**src/rtl/instruction_fetch_if.sv**
```systemverilog
// Instruction-memory bus between the fetch stage and instruction memory.
//   imem_req   : one-cycle request pulse (fetch -> memory)
//   imem_addr  : request address, meaningful only while imem_req=1
//   imem_rdata : returned instruction word (memory -> fetch)
//   imem_valid : imem_rdata valid this cycle
// master = fetch stage, slave = instruction memory.
interface instruction_fetch_if #(
    parameter int unsigned ADDR_W = 32
) ();
    logic              imem_req;
    logic [ADDR_W-1:0] imem_addr;
    logic [31:0]       imem_rdata;
    logic              imem_valid;

    modport master (
        output imem_req,
        output imem_addr,
        input  imem_rdata,
        input  imem_valid
    );

    modport slave (
        input  imem_req,
        input  imem_addr,
        output imem_rdata,
        output imem_valid
    );
endinterface

```
**src/rtl/instruction_fetch.sv**
```systemverilog
// Instruction fetch stage for the ARM-subset processor.
// Holds the PC, issues one instruction-memory request at a time, captures the
// returned word into the instruction register and presents it (plus decoded
// fields) downstream with a valid/stall handshake. A redirect (PCSrc) is only
// honoured in the cycle the presented instruction is consumed.
// Ports:
//   clk, rst     : clock, asynchronous active-low reset
//   imem         : instruction-memory bus (master side)
//   stall        : downstream cannot consume the presented instruction
//   PCSrc/Result : redirect request and target, sampled in the consume cycle
//   instr        : instruction register; instr_valid flags it unconsumed
//   pc_out       : address of instr; PCPlus8 = pc_out + 8 (R15 read value)
//   Cond/Op/Funct/Rn/Rd/Rm : field slices of instr
module instruction_fetch #(
    parameter int unsigned       ADDR_W   = 32,
    parameter logic [ADDR_W-1:0] RESET_PC = '0
) (
    input  logic                clk,
    input  logic                rst,
    instruction_fetch_if.master imem,
    input  logic                stall,
    input  logic                PCSrc,
    input  logic [ADDR_W-1:0]   Result,
    output logic [31:0]         instr,
    output logic                instr_valid,
    output logic [ADDR_W-1:0]   pc_out,
    output logic [ADDR_W-1:0]   PCPlus8,
    output logic [3:0]          Cond,
    output logic [1:0]          Op,
    output logic [5:0]          Funct,
    output logic [3:0]          Rn,
    output logic [3:0]          Rd,
    output logic [3:0]          Rm
);

    localparam logic [1:0] IDLE  = 2'd0;
    localparam logic [1:0] REQ   = 2'd1;
    localparam logic [1:0] WAIT  = 2'd2;
    localparam logic [1:0] VALID = 2'd3;

    localparam logic [ADDR_W-1:0] PC_STEP   = ADDR_W'(4);
    localparam logic [ADDR_W-1:0] R15_OFS   = ADDR_W'(8);
    localparam logic [ADDR_W-1:0] WORD_MASK = ~ADDR_W'(3);

    logic [1:0]        state_q, state_d;
    logic [ADDR_W-1:0] pc_q, pc_d;
    logic [31:0]       instr_q, instr_d;
    logic [ADDR_W-1:0] redirect_pc;

    // Redirect targets are forced onto a word boundary.
    assign redirect_pc = Result & WORD_MASK;

    always_comb begin
        state_d = state_q;
        pc_d    = pc_q;
        instr_d = instr_q;
        case (state_q)
            IDLE: state_d = REQ;
            REQ:  state_d = WAIT;
            WAIT: begin
                // Only a response in WAIT is accepted; anything else is ignored.
                if (imem.imem_valid) begin
                    instr_d = imem.imem_rdata;
                    state_d = VALID;
                end
            end
            VALID: begin
                if (!stall) begin
                    pc_d    = PCSrc ? redirect_pc : pc_q + PC_STEP;
                    state_d = REQ;
                end
            end
            default: state_d = IDLE;
        endcase
    end

    always_ff @(posedge clk or negedge rst) begin
        if (!rst) begin
            state_q <= IDLE;
            pc_q    <= RESET_PC;
            instr_q <= '0;
        end else begin
            state_q <= state_d;
            pc_q    <= pc_d;
            instr_q <= instr_d;
        end
    end

    assign imem.imem_req  = (state_q == REQ);
    assign imem.imem_addr = pc_q;

    assign instr       = instr_q;
    assign instr_valid = (state_q == VALID);
    assign pc_out      = pc_q;
    assign PCPlus8     = pc_q + R15_OFS;

    assign Cond  = instr_q[31:28];
    assign Op    = instr_q[27:26];
    assign Funct = instr_q[25:20];
    assign Rn    = instr_q[19:16];
    assign Rd    = instr_q[15:12];
    assign Rm    = instr_q[3:0];

endmodule

```
**src/flat_wrapper.sv**
```systemverilog
// flat-port wrapper written by rule: the top's interface ports become plain ports
module instruction_fetch_flat 
#(
    parameter int unsigned       ADDR_W   = 32,
    parameter logic [ADDR_W-1:0] RESET_PC = '0
)
  (clk, rst, stall, PCSrc, Result, instr, instr_valid, pc_out, PCPlus8, Cond, Op, Funct, Rn, Rd, Rm, imem_imem_req, imem_imem_addr, imem_imem_rdata, imem_imem_valid);
  instruction_fetch_if #(.ADDR_W(ADDR_W)) imem_i ();
  input  logic clk;
  input  logic rst;
  input  logic stall;
  input  logic PCSrc;
  input  logic [ADDR_W-1:0] Result;
  output logic [31:0] instr;
  output logic instr_valid;
  output logic [ADDR_W-1:0] pc_out;
  output logic [ADDR_W-1:0] PCPlus8;
  output logic [3:0] Cond;
  output logic [1:0] Op;
  output logic [5:0] Funct;
  output logic [3:0] Rn;
  output logic [3:0] Rd;
  output logic [3:0] Rm;
  output wire logic [$bits(imem_i.imem_req)-1:0] imem_imem_req;
  output wire logic [$bits(imem_i.imem_addr)-1:0] imem_imem_addr;
  input wire logic [$bits(imem_i.imem_rdata)-1:0] imem_imem_rdata;
  input wire logic [$bits(imem_i.imem_valid)-1:0] imem_imem_valid;
  assign imem_imem_req = imem_i.imem_req;
  assign imem_imem_addr = imem_i.imem_addr;
  assign imem_i.imem_rdata = imem_imem_rdata;
  assign imem_i.imem_valid = imem_imem_valid;
  instruction_fetch #(.ADDR_W(ADDR_W), .RESET_PC(RESET_PC)) u_core (.clk(clk), .rst(rst), .imem(imem_i), .stall(stall), .PCSrc(PCSrc), .Result(Result), .instr(instr), .instr_valid(instr_valid), .pc_out(pc_out), .PCPlus8(PCPlus8), .Cond(Cond), .Op(Op), .Funct(Funct), .Rn(Rn), .Rd(Rd), .Rm(Rm));
endmodule
```
**config.mk**
```make
export PLATFORM = sky130hd
export DESIGN_NAME = instruction_fetch_flat
export DESIGN_NICKNAME = d
export VERILOG_FILES = /design/src/rtl/instruction_fetch_if.sv /design/src/rtl/instruction_fetch.sv /design/src/flat_wrapper.sv
export SDC_FILE = /design/constraint.sdc
export NUM_CORES = 1
export LEC_CHECK = 0
export CAP_MARGIN = 40
export CORE_MARGIN = 3
export CORE_UTILIZATION = 30
export CTS_CLUSTER_SIZE = 8
export DETAILED_ROUTE_END_ITERATION = 6
export DONT_BUFFER_PORTS = 1
export GPL_ROUTABILITY_DRIVEN = 0
export PLACE_DENSITY_LB_ADDON = 0.3
export SLEW_MARGIN = 20
export SYNTH_ARGS = -nofsm -noshare
export SYNTH_HDL_FRONTEND = slang
export SYNTH_SLANG_ARGS = --single-unit
```
**constraint.sdc**
```tcl
create_clock -name clk -period 2.7 [get_ports clk]
set_clock_uncertainty 0.1 [all_clocks]
set_input_delay 0.405 -clock clk [delete_from_list [all_inputs] [get_ports clk]]
set_output_delay 0.405 -clock clk [all_outputs]
set_load 0.1 [all_outputs]
```
==> flow_summary.json <==
{
  "rows": 42,
  "hp-class": "primary input to register",
  "initial_utilization_pct": 31.4,
  "max_slew_margin_pct": 50.8,
  "finalCritPeriodShare_pct": 101,
  "fin_tns_setup_ns": -0.0631,
  "fillCellCount": 1145,
  "path_class": "register to output pin",
  "coreArea_um2": 13500,
  "async_flop_share_pct": 100,
  "drt_wl_total_mm": 13.7,
  "drc": 0,
  "worstPathCellList": "nand3_4 -> or4_4 -> nand2b_4 -> nor2_4 -> xor2_4 -> buf_12",
  "synth.top_cells.by_area": "dfrtp_1, buf_4, mux2_2, xnor2_1, a21oi_1",
  "area_growth_pct": 58.7,
  "dieHeight_um": 125,
  "antenna_found_initial": 0,
  "slowest_stage": "or4_4",
  "clock_path_buffers": 2,
  "place_inst": 648,
  "ys_seq_area_share_pct": 37.8,
  "setup_viol": 3,
  "die_w_um": 125,
  "violations": "setup timing",
  "gr-total-overflow": 0,
  "multiInputGateArea_um2": 2540,
  "dpl.hpwl_mm": 10.2,
  "synthFlopType": "dfrtp_1",
  "pin_count": 223,
  "arrival_ns": 2.23,
  "avgSynthCellArea_um2": 9.19,
  "rsz0062_at_grt": "yes",
  "yosysTopAreaCell": "dfrtp_1",
  "worstPathMaxFanout": 6,
  "post_drt_wl_per_cell_um": 19.8,
  "drv_slew": 0,
  "critPathLaunchType": "register",
  "critPathMaxStageDelay_ns": 0.61,
  "cts_sinks": 64,
  "critPathCaptureType": "output pin",
  "r2r_start": "u_core.imem.imem_addr[3]$_DFFE_PN0P_",
  "max_cap_violations": 0,
  "ys_warn_count": 0,
  "drt-initial-drc-count": 247,
  "worstPathRequired_ns": 2.19,
  "viasPerCell": 5.23,
  "fmax_mhz": 366,
  "grt_usage_pct": 16.9,
  "fin_nets": 587,
  "io_buffers": 0,
  "critPathTopFamily": "simple AND/OR/NAND/NOR gates",
  "critPathBufInv": 1,
  "grt_pass1_wl_mm": 21.0,
  "seqCellArea_um2": 1720,
  "die_area_um2": 15600,
  "place_ws_ns": 0.238,
  "cts_buffers": 9,
  "worstHoldStart": "imem_imem_rdata[25]",
  "grt_max_degree": 65,
  "worst_slew_pin_slew_ns": 0.738,
  "clk_pin_slew_ns": 0.06,
  "startpoint": "u_core.imem.imem_addr[5]$_DFFE_PN0P_",
  "htreeDepth": 3,
  "num_antenna_cells": 0,
  "netlist.area_leader.share_pct": 37.8,
  "finalCriticalPeriod_ns": 2.73,
  "yosys-top-cells-count": "dfrtp_1, buf_4, nand2_1, mux2_2, a21oi_1",
  "first_pass_iters": 4,
  "postRouteAntennaNets": 0,
  "synth_area_um2": 4240,
  "synth.most_common_cell": "dfrtp_1",
  "ys_types": 56,
  "cts_root_buffer": "clkbuf_16",
  "synth-edff-count": 0,
  "finalNonFillerCells": 693,
  "drive_gt1_share_pct": 53.2,
  "grt_pass1_vias": 3639,
  "hold_viol": 0,
  "ys_ff_latch": 64,
  "timing.final.ws_setup_ns": -0.0335,
  "cts_tree": "done",
  "clk_latency_ns": 0.33,
  "outcome": "finished with violations",
  "num_vias": 3622,
  "synth_cells": 461
}
-- placed cells by master, fill, tap and decap left out, types with 6 or more instances in the layout --
master,count
xnor2_2,6
xor2_4,8
o22ai_1,6
mux2_2,32
xnor2_4,11
conb_1,6
dfrtp_2,32
clkbuf_16,9
clkbuf_1,9
nand2_1,33
nor3_1,8
buf_4,62
buf_12,25
o21ai_0,21
inv_1,10
a21oi_1,27
dfrtp_1,10
nand4_1,11
nand3_1,14
dfrtp_4,22
and3_1,8
nor2_1,14
buf_16,31
-- sequential cells by signal, indices dropped and copies added, names as in the netlist --
| name | cells |
|---|---|
| u_core.instr | 32 |
| u_core.state_q | 2 |
| u_core.imem.imem_addr | 30 |
-- routing by layer --
metal,GRT usage [%],vias up,wire [um]
met5,0,-,0
met4,6.25,0,264
met3,6.13,17,1250
met2,27.5,185,6750
met1,20.5,1753,5440
li1,-,1667,-
-- metrics by stage --
stage	instance area [um^2]	utilization, %	hold slack, ns
finish	6730	49.8	0.119
detailed placement	6020	44.6	0.0134
global route	6730	49.8	0.104
floorplan	4890	-	0.00941
global placement	5360	39.7	0.0132
CTS	6420	47.5	0.103
-- kinds of logic (layout without fill, tap and decap cells) --
group	after synthesis	count (layout)	share of synthesized area, %
AOI/OAI and AO/OA	95	95	14.3
adders and majority gates	6	6	1.77
muxes	34	34	8.98
and+or+nand+nor	128	128	16.4
DFF	64	64	37.8
xor gates and xnor gates	27	27	5.58
other	1	6	0.0885
buffers and inverters	106	157	15.1
-- worst paths after layout --
kind,end,slack [ns],depth (start not counted)
worst max register to register,u_core.imem.imem_addr[29]$_DFFE_PN0P_,0.28,8
worst max-delay path,PCPlus8[28],-0.03,6
min in group asynchronous,u_core.imem.imem_addr[2]$_DFFE_PN0P_,0.52,2
worst min register to register,u_core.imem.imem_addr[31]$_DFFE_PN0P_,0.51,2
worst min-delay path,u_core.instr[25]$_DFFE_PN0P_,0.12,1
max in group asynchronous,u_core.instr[12]$_DFFE_PN0P_,1.66,2
-- cell type report --
class / count / share of cell area, %
multi-input cells: 296 / 37.8
repair buffers: 131 / 28.4
inverters: 10 / 0.558
flip-flops and latches: 64 / 25.6
clock buffers: 13 / 3.72
clock inverters: 3 / 0.632
well taps: 176 / 3.27
-- timing repair --
item,CTS,global route
endpoints found under the setup margin,9,15
pin swaps,3,11
hold buffers,2,0
endpoints found under the hold margin,64,0
buffers inserted,5,10
resized for setup,3,12
Power is left out: the tool's default activity adds up to more than one toggle a clock period on the data nets, which glitch-free logic cannot reach.
